File: config.mk
export PLATFORM = sky130hd
export DESIGN_NAME = execute_writeback
export DESIGN_NICKNAME = d
export VERILOG_FILES = /design/src/rtl/execute_writeback.sv
export SDC_FILE = /design/constraint.sdc
export NUM_CORES = 2
export LEC_CHECK = 0
export ABC_AREA = 1
export ABC_CLOCK_PERIOD_IN_PS = 16100
export CORE_MARGIN = 4
export CORE_UTILIZATION = 59
export DETAILED_ROUTE_END_ITERATION = 8
export PLACE_DENSITY = 0.81
export SLEW_MARGIN = 5
export SYNTH_ARGS = -nofsm -noshare
export SYNTH_HDL_FRONTEND = slang
export SYNTH_SLANG_ARGS = --single-unit
File: constraint.sdc
create_clock -name clk -period 16.1 [get_ports clk]
set_input_delay 3.22 -clock clk [delete_from_list [all_inputs] [get_ports clk]]
set_output_delay 3.22 -clock clk [all_outputs]
set_load 0.02 [all_outputs]
File: src/rtl/execute_writeback.sv
// Execute + write-back stage: ALU, branch resolution, 32-word data memory, registered regfile write port.
// Optional operand forwarding from WB into EX is enabled by defining EXECUTE_FORWARDING_EN.
module execute_writeback (
    input  logic        clk,
    input  logic        reset,
    input  logic [31:0] read_data1,
    input  logic [31:0] read_data2,
    input  logic [4:0]  in_rr1,
    input  logic [4:0]  in_rr2,
    input  logic [31:0] imm,
    input  logic [4:0]  in_write_reg,
    input  logic        in_reg_wrenable,
    input  logic [3:0]  jump_type,
    input  logic        mem_wrenable,
    input  logic        mem_to_reg,
    input  logic        alu_src,
    input  logic [4:0]  alu_op,
    input  logic [4:0]  in_pc,
    output logic [4:0]  jump_pc,
    output logic        should_jump,
    output logic [4:0]  out_write_reg,
    output logic [31:0] write_data,
    output logic        out_reg_wrenable
);

    function automatic logic [31:0] alu_f(input logic [4:0] op, input logic [31:0] a,
                                         input logic [31:0] b);
        logic signed [31:0] sa;
        logic signed [31:0] sb;
        sa = a;
        sb = b;
        case (op)
            5'd0:    alu_f = a + b;
            5'd1:    alu_f = a - b;
            5'd2:    alu_f = a & b;
            5'd3:    alu_f = a | b;
            5'd4:    alu_f = a ^ b;
            5'd5:    alu_f = a << b[4:0];
            5'd6:    alu_f = a >> b[4:0];
            5'd7:    alu_f = sa >>> b[4:0];
            5'd8:    alu_f = {31'b0, sa < sb};
            5'd9:    alu_f = {31'b0, a < b};
            5'd10:   alu_f = b;
            default: alu_f = '0;
        endcase
    endfunction

    function automatic logic taken_f(input logic [3:0] jt, input logic [31:0] a,
                                     input logic [31:0] b);
        logic signed [31:0] sa;
        logic signed [31:0] sb;
        sa = a;
        sb = b;
        case (jt)
            4'd1:       taken_f = (a == b);
            4'd2:       taken_f = (a != b);
            4'd3:       taken_f = (sa < sb);
            4'd4:       taken_f = (sa >= sb);
            4'd5:       taken_f = (a < b);
            4'd6:       taken_f = (a >= b);
            4'd7, 4'd8: taken_f = 1'b1;
            default:    taken_f = 1'b0;
        endcase
    endfunction

    // JALR target is the word index of (rs1 + imm), bits [6:2] of the byte address
    function automatic logic [4:0] jalr_f(input logic [31:0] a, input logic [31:0] b);
        logic [31:0] sum;
        sum = a + b;
        jalr_f = sum[6:2];
    endfunction

    // ---- EX register set (p1) ----
    logic        vld_p1_q, vld_p1_d;
    logic        wren_p1_q, wren_p1_d;
    logic        memwr_p1_q, memwr_p1_d;
    logic        memtoreg_p1_q, memtoreg_p1_d;
    logic [3:0]  jt_p1_q, jt_p1_d;
    logic [31:0] rs1_p1_q, rs2_p1_q, imm_p1_q;
    logic [4:0]  rd_p1_q, aluop_p1_q, pc_p1_q;
    logic        alusrc_p1_q;

    logic [31:0] mem_q [32];
    logic [31:0] opa, rs2_val, opb, alu_res, mem_rd, wb_data;
    logic [4:0]  mem_addr, pc_inc;
    logic        is_link, squash;

`ifdef EXECUTE_FORWARDING_EN
    logic [4:0] rr1_p1_q, rr2_p1_q;

    always_ff @(posedge clk) begin
        rr1_p1_q <= in_rr1;
        rr2_p1_q <= in_rr2;
    end

    // index 0 is hardwired; out_reg_wrenable is already 0 for rd 0 but keep the guard explicit
    assign opa     = (out_reg_wrenable && rr1_p1_q != 5'd0 && out_write_reg == rr1_p1_q)
                     ? write_data : rs1_p1_q;
    assign rs2_val = (out_reg_wrenable && rr2_p1_q != 5'd0 && out_write_reg == rr2_p1_q)
                     ? write_data : rs2_p1_q;
`else
    logic unused_rr;
    assign unused_rr = ^{in_rr1, in_rr2};
    assign opa       = rs1_p1_q;
    assign rs2_val   = rs2_p1_q;
`endif

    always_comb begin
        squash        = reset || should_jump;
        vld_p1_d      = !squash;
        wren_p1_d     = squash ? 1'b0 : in_reg_wrenable;
        memwr_p1_d    = squash ? 1'b0 : mem_wrenable;
        memtoreg_p1_d = squash ? 1'b0 : mem_to_reg;
        jt_p1_d       = squash ? 4'd0 : jump_type;
    end

    always_ff @(posedge clk) begin
        vld_p1_q      <= vld_p1_d;
        wren_p1_q     <= wren_p1_d;
        memwr_p1_q    <= memwr_p1_d;
        memtoreg_p1_q <= memtoreg_p1_d;
        jt_p1_q       <= jt_p1_d;
        rs1_p1_q      <= read_data1;
        rs2_p1_q      <= read_data2;
        imm_p1_q      <= imm;
        rd_p1_q       <= in_write_reg;
        aluop_p1_q    <= alu_op;
        alusrc_p1_q   <= alu_src;
        pc_p1_q       <= in_pc;
    end

    assign opb      = alusrc_p1_q ? imm_p1_q : rs2_val;
    assign alu_res  = alu_f(aluop_p1_q, opa, opb);
    assign mem_addr = alu_res[6:2];
    assign mem_rd   = mem_q[mem_addr];
    assign pc_inc   = pc_p1_q + 5'd1;
    assign is_link  = (jt_p1_q == 4'd7) || (jt_p1_q == 4'd8);

    always_comb begin
        should_jump = vld_p1_q && taken_f(jt_p1_q, opa, rs2_val);
        jump_pc     = '0;
        if (should_jump)
            jump_pc = (jt_p1_q == 4'd8) ? jalr_f(opa, imm_p1_q) : pc_p1_q + imm_p1_q[6:2];
    end

    // data memory is deliberately left out of reset
    always_ff @(posedge clk) begin
        if (vld_p1_q && memwr_p1_q)
            mem_q[mem_addr] <= rs2_val;
    end

    always_comb begin
        if (memtoreg_p1_q)
            wb_data = mem_rd;
        else if (is_link)
            wb_data = {25'b0, pc_inc, 2'b00};
        else
            wb_data = alu_res;
    end

    // ---- WB register set (p2) ----
    logic [4:0]  rd_p2_q, rd_p2_d;
    logic [31:0] data_p2_q, data_p2_d;
    logic        wren_p2_q, wren_p2_d;

    always_comb begin
        rd_p2_d   = rd_p1_q;
        data_p2_d = wb_data;
        wren_p2_d = vld_p1_q && wren_p1_q && (rd_p1_q != 5'd0);
        if (reset) begin
            rd_p2_d   = '0;
            data_p2_d = '0;
            wren_p2_d = 1'b0;
        end
    end

    always_ff @(posedge clk) begin
        rd_p2_q   <= rd_p2_d;
        data_p2_q <= data_p2_d;
        wren_p2_q <= wren_p2_d;
    end

    assign out_write_reg    = rd_p2_q;
    assign write_data       = data_p2_q;
    assign out_reg_wrenable = wren_p2_q;

endmodule

==> implementation parameters <==
Parameter                              Value

Status
  Outcome ... completed

Worst setup path
  Critical-path cell list ... inv_1, ha_1, a21oi_1, o21ai_0, nand4_1, a21o_1, nand4_1, nand3_1, nand3b_1, nand3_1, nand4_1, nand3_1, nand2_1, a211oi_1, clkdlybuf4s50_1
  Slowest stage cell, crit path ... sky130_fd_sc_hd__dfxtp_1
  Buffering stage count on the worst path with inverters included ... 2
  CP Launch Type ... register
  Data required time of the critical path ... 12880 ps
  Nature of the critical path endpoint ... output pin
  CP Data Arrival Time ... 6060 ps
  Highest fanout seen on the critical path ... 33
  Largest stage delay on the critical path ... 1210 ps
  WS Path Type ... reg2out
  Delay-heaviest family, CP ... simple AND/OR/NAND/NOR gates

Synthesis
  Most area-consuming cells after synthesis ... sky130_fd_sc_hd__edfxtp_1, sky130_fd_sc_hd__nand2_1, sky130_fd_sc_hd__dfxtp_1, sky130_fd_sc_hd__ha_1, sky130_fd_sc_hd__nand3_1
  #FFs+latches synth ... 1182
  Net count after synthesis ... 6521
  Xor and xnor area share after synthesis ... 0.108%
  Synthesized-area fraction occupied by ao, oa, aoi and oai cells ... 6.15%
  Fraction of the mapped netlist area in simple logic gates ... 26.1%
  Mux cell area share after synthesis ... less than 1%
  Fraction of the yosys area taken by sequential cells ... roughly three fifths
  Combinational family with the most area after synthesis ... simple AND/OR/NAND/NOR gates
  Most frequently used flop master after synthesis ... sky130_fd_sc_hd__edfxtp_1
  Netlist cell types ... 70
  EDFF count, synth ... between 1000 and 1500
  Area share of the largest cell type after synthesis ... 54.0%
  Syn Inst Count ... 6244
  Leading area contributor after synthesis ... sky130_fd_sc_hd__edfxtp_1
  Adder-Cell Fraction of Synth Area ... 3.25%
  Number of warnings printed during yosys synthesis ... 0
  Avg Cell Area, Syn ... 9.12 µm²
  Post-synthesis instance area ... 56900 µm²
  Proportion of register bits with asynchronous set or reset after synthesis ... 0%

Power and ir drop
  Total power per unit cell area ... roughly 110 nW/µm²
  Total leakage power ... 26.6 nW
  Maximum ir drop on the vdd rail ... 109 µV
  PnR Total Power ... 7.10 mW

STA
  Worst slew slack as a fraction of its limit ... 9.28%
  Number of hold violations in the final report ... 0
  Setup repair after global routing missed its margin ... no
  Actual transition at the worst max-transition pin ... approximately 1400 ps
  Setup skew after layout ... 89.4 ps
  Setup Viol. Count Final ... 0
  Max Clk Rate ... roughly 110 MHz
  Ratio of final minimum period to clock period ... 57.6%
  Final min period ... 9280 ps
  Max-slew violation total from the final report ... 0
  Sum Neg Setup Slack ... 0 ps

Finish
  Register containing the most flip-flops in the final layout ... mem_q
  Proportion of layout cells with a drive suffix above 1 ... 6.45%
  Commonest non-fill, non-tap cell in the layout ... sky130_fd_sc_hd__nand2_1
  Number of flip-flops in the largest register ... 1024
  Fin nets ... 6616
  Layout-stage area growth over the synthesis result ... 11.6%
  Area of the multi-input gates ... 20600 µm²
  Top library cells by usage in the layout, fill and taps aside ... sky130_fd_sc_hd__nand2_1, sky130_fd_sc_hd__edfxtp_1, sky130_fd_sc_hd__nand3_1, sky130_fd_sc_hd__inv_1, sky130_fd_sc_hd__o21ai_0
  Area used by sequential logic in the layout ... approximately 34000 µm²
  Final cell count without fillers ... 7703
  Finished Core Util ... 66.7%
  Number of inserted filler cells in the final layout ... 7209

GRT
  GRT Overall Usage ... between 30% and 40%
  Antenna violations before repair ... 5
  Number of global-route vias before repair ... 44400
  Pin count of the biggest net entering global routing ... 124
  First-pass GRT wire length ... 285 mm
  Overflow left after global routing ... 0

CTS
  CTS Sinks ... 1182
  Postcts setup bufs ... 0
  Clock latency at the later pin of the worst-skew pair ... between 700 and 800 ps
  Max Root-Sink Buffers ... 3
  Number of buffers inserted during clock tree synthesis ... 111
  Number of buffers added to fix hold violations after cts ... 0
  Number of instances resized during post-cts repair ... 0
  H-tree levels ... 3
  Clock transition at path regs ... ~60 ps
  Clock tree from TritonCTS ... built
  CTS root buf ... sky130_fd_sc_hd__clkbuf_16

Detailed routing
  Final wirelength ... 197 mm
  Number of design-rule violations left by the first detailed-router iteration ... 7586
  Vias per cell ... 6.10
  Detailed-routing iteration count for the pre-antenna-repair pass ... 7
  Number of nets still failing antenna checks after routing ... 0
  Total via count after detailed routing ... 47000
  Number of DRC violations after detailed routing ... 0
  WL per Instance ... 25.6 µm

Hold path
  Class of the most critical hold timing path ... reg2reg

Die
  Starting utilization of the core area ... 59.7%
  Num ports ... approximately 180
  Number of standard-cell rows in the floorplan ... 113
  Die extent in y ... 319 µm
  DIE WIDTH ... 319 µm
  Die area ... 102000 µm²
  Core outline area ... 95300 µm²

Placed design
  Dpl hpwl ... 126 mm
  Weighted congestion at the end of routability-driven global placement ... approximately 1.1
  Number of port buffers ... 164
  Number of placed instances with taps included ... 7491

Job
  Max-cap check violation count ... 0
final cells by class:
type	count	area share, %
Sequential cell	1182	53.4
Multi-Input combinational cell	4463	32.4
Clock buffer	151	5.06
Timing Repair Buffer	278	3.92
Tap cell	1265	2.49
Inverter	303	1.82
Clock inverter	58	0.886
Antenna cell	3	0.0118
cells by family after synthesis:
kind of cell | count (synthesis)
buffers and inverters | 599
multiplexers | 5
flip-flops | 1182
AND/OR/NAND/NOR | 3699
AO/OA/AOI/OAI | 606
adder cells (fa/ha/maj) | 146
XOR/XNOR | 7
layer usage:
metal	vias up	global-route usage [%]	wire length (µm)
li1	20900	-	-
met1	22000	51.9	73400
met2	3462	55.6	84100
met3	600	11.8	29000
met4	4	17.4	10800
met5	-	0	23
tightest hold or removal path, delay by kind of cell, from the launching register on:
kind	cells	cell delay, ps
buffers and inverters	1	60
AND/OR/NAND/NOR	1	30
flip-flops	1	330
report_power, final:
part | switching (mW) | total [mW] | internal (mW)
clock | 1.16 | 2.69 | 1.53
combinational | 0.756 | 1.03 | 0.275
sequential | 0.0274 | 3.38 | 3.35
total | 1.94 | 7.10 | 5.16
metrics by stage:
step	worst slack, ps	area (µm²)	hold slack [ps]
5_1_grt	6760	63500	426
6_report	6820	63600	397
4_1_cts	7110	63500	414
3_3_place_gp	7910	59800	416
3_5_place_dp	7890	59800	424
2_1_floorplan	10000	56900	403
cells in the mapped netlist (all sizes together), types with 2 or more instances:
master   count
mux2i        5
o22ai       37
nor2       250
o31ai        3
or2         49
inv        300
ha         143
a31oi       12
clkbuf      93
a221oi      18
nand3b       3
fa           3
nand4       35
edfxtp    1024
nand3      340
a21oi      208
o21a        11
nor3b        2
o221ai       7
xnor2        2
o21bai       7
xor2         5
nor4        10
o2111ai     13
a21o        11
o211ai      20
clkinv       3
o41ai        2
a2111oi      4
nand2     2981
nor3        25
and3         2
buf        203
a211oi       9
a22oi        3
o21ai      233
and2         2
dfxtp      158
path summary, 6_finish.rpt:
check | start | end | slack (ps) | cells past startpoint
worst max register to register | alusrc_p1_q | write_data[18] | 7640 | 25
worst max-delay path | rs2_p1_q[1] | jump_pc[4] | 6820 | 15
worst min-delay path | rd_p1_q[4] | out_write_reg[4] | 400 | 2
worst min register to register | rd_p1_q[4] | out_write_reg[4] | 400 | 2
(Power assumes the default switching activity.)
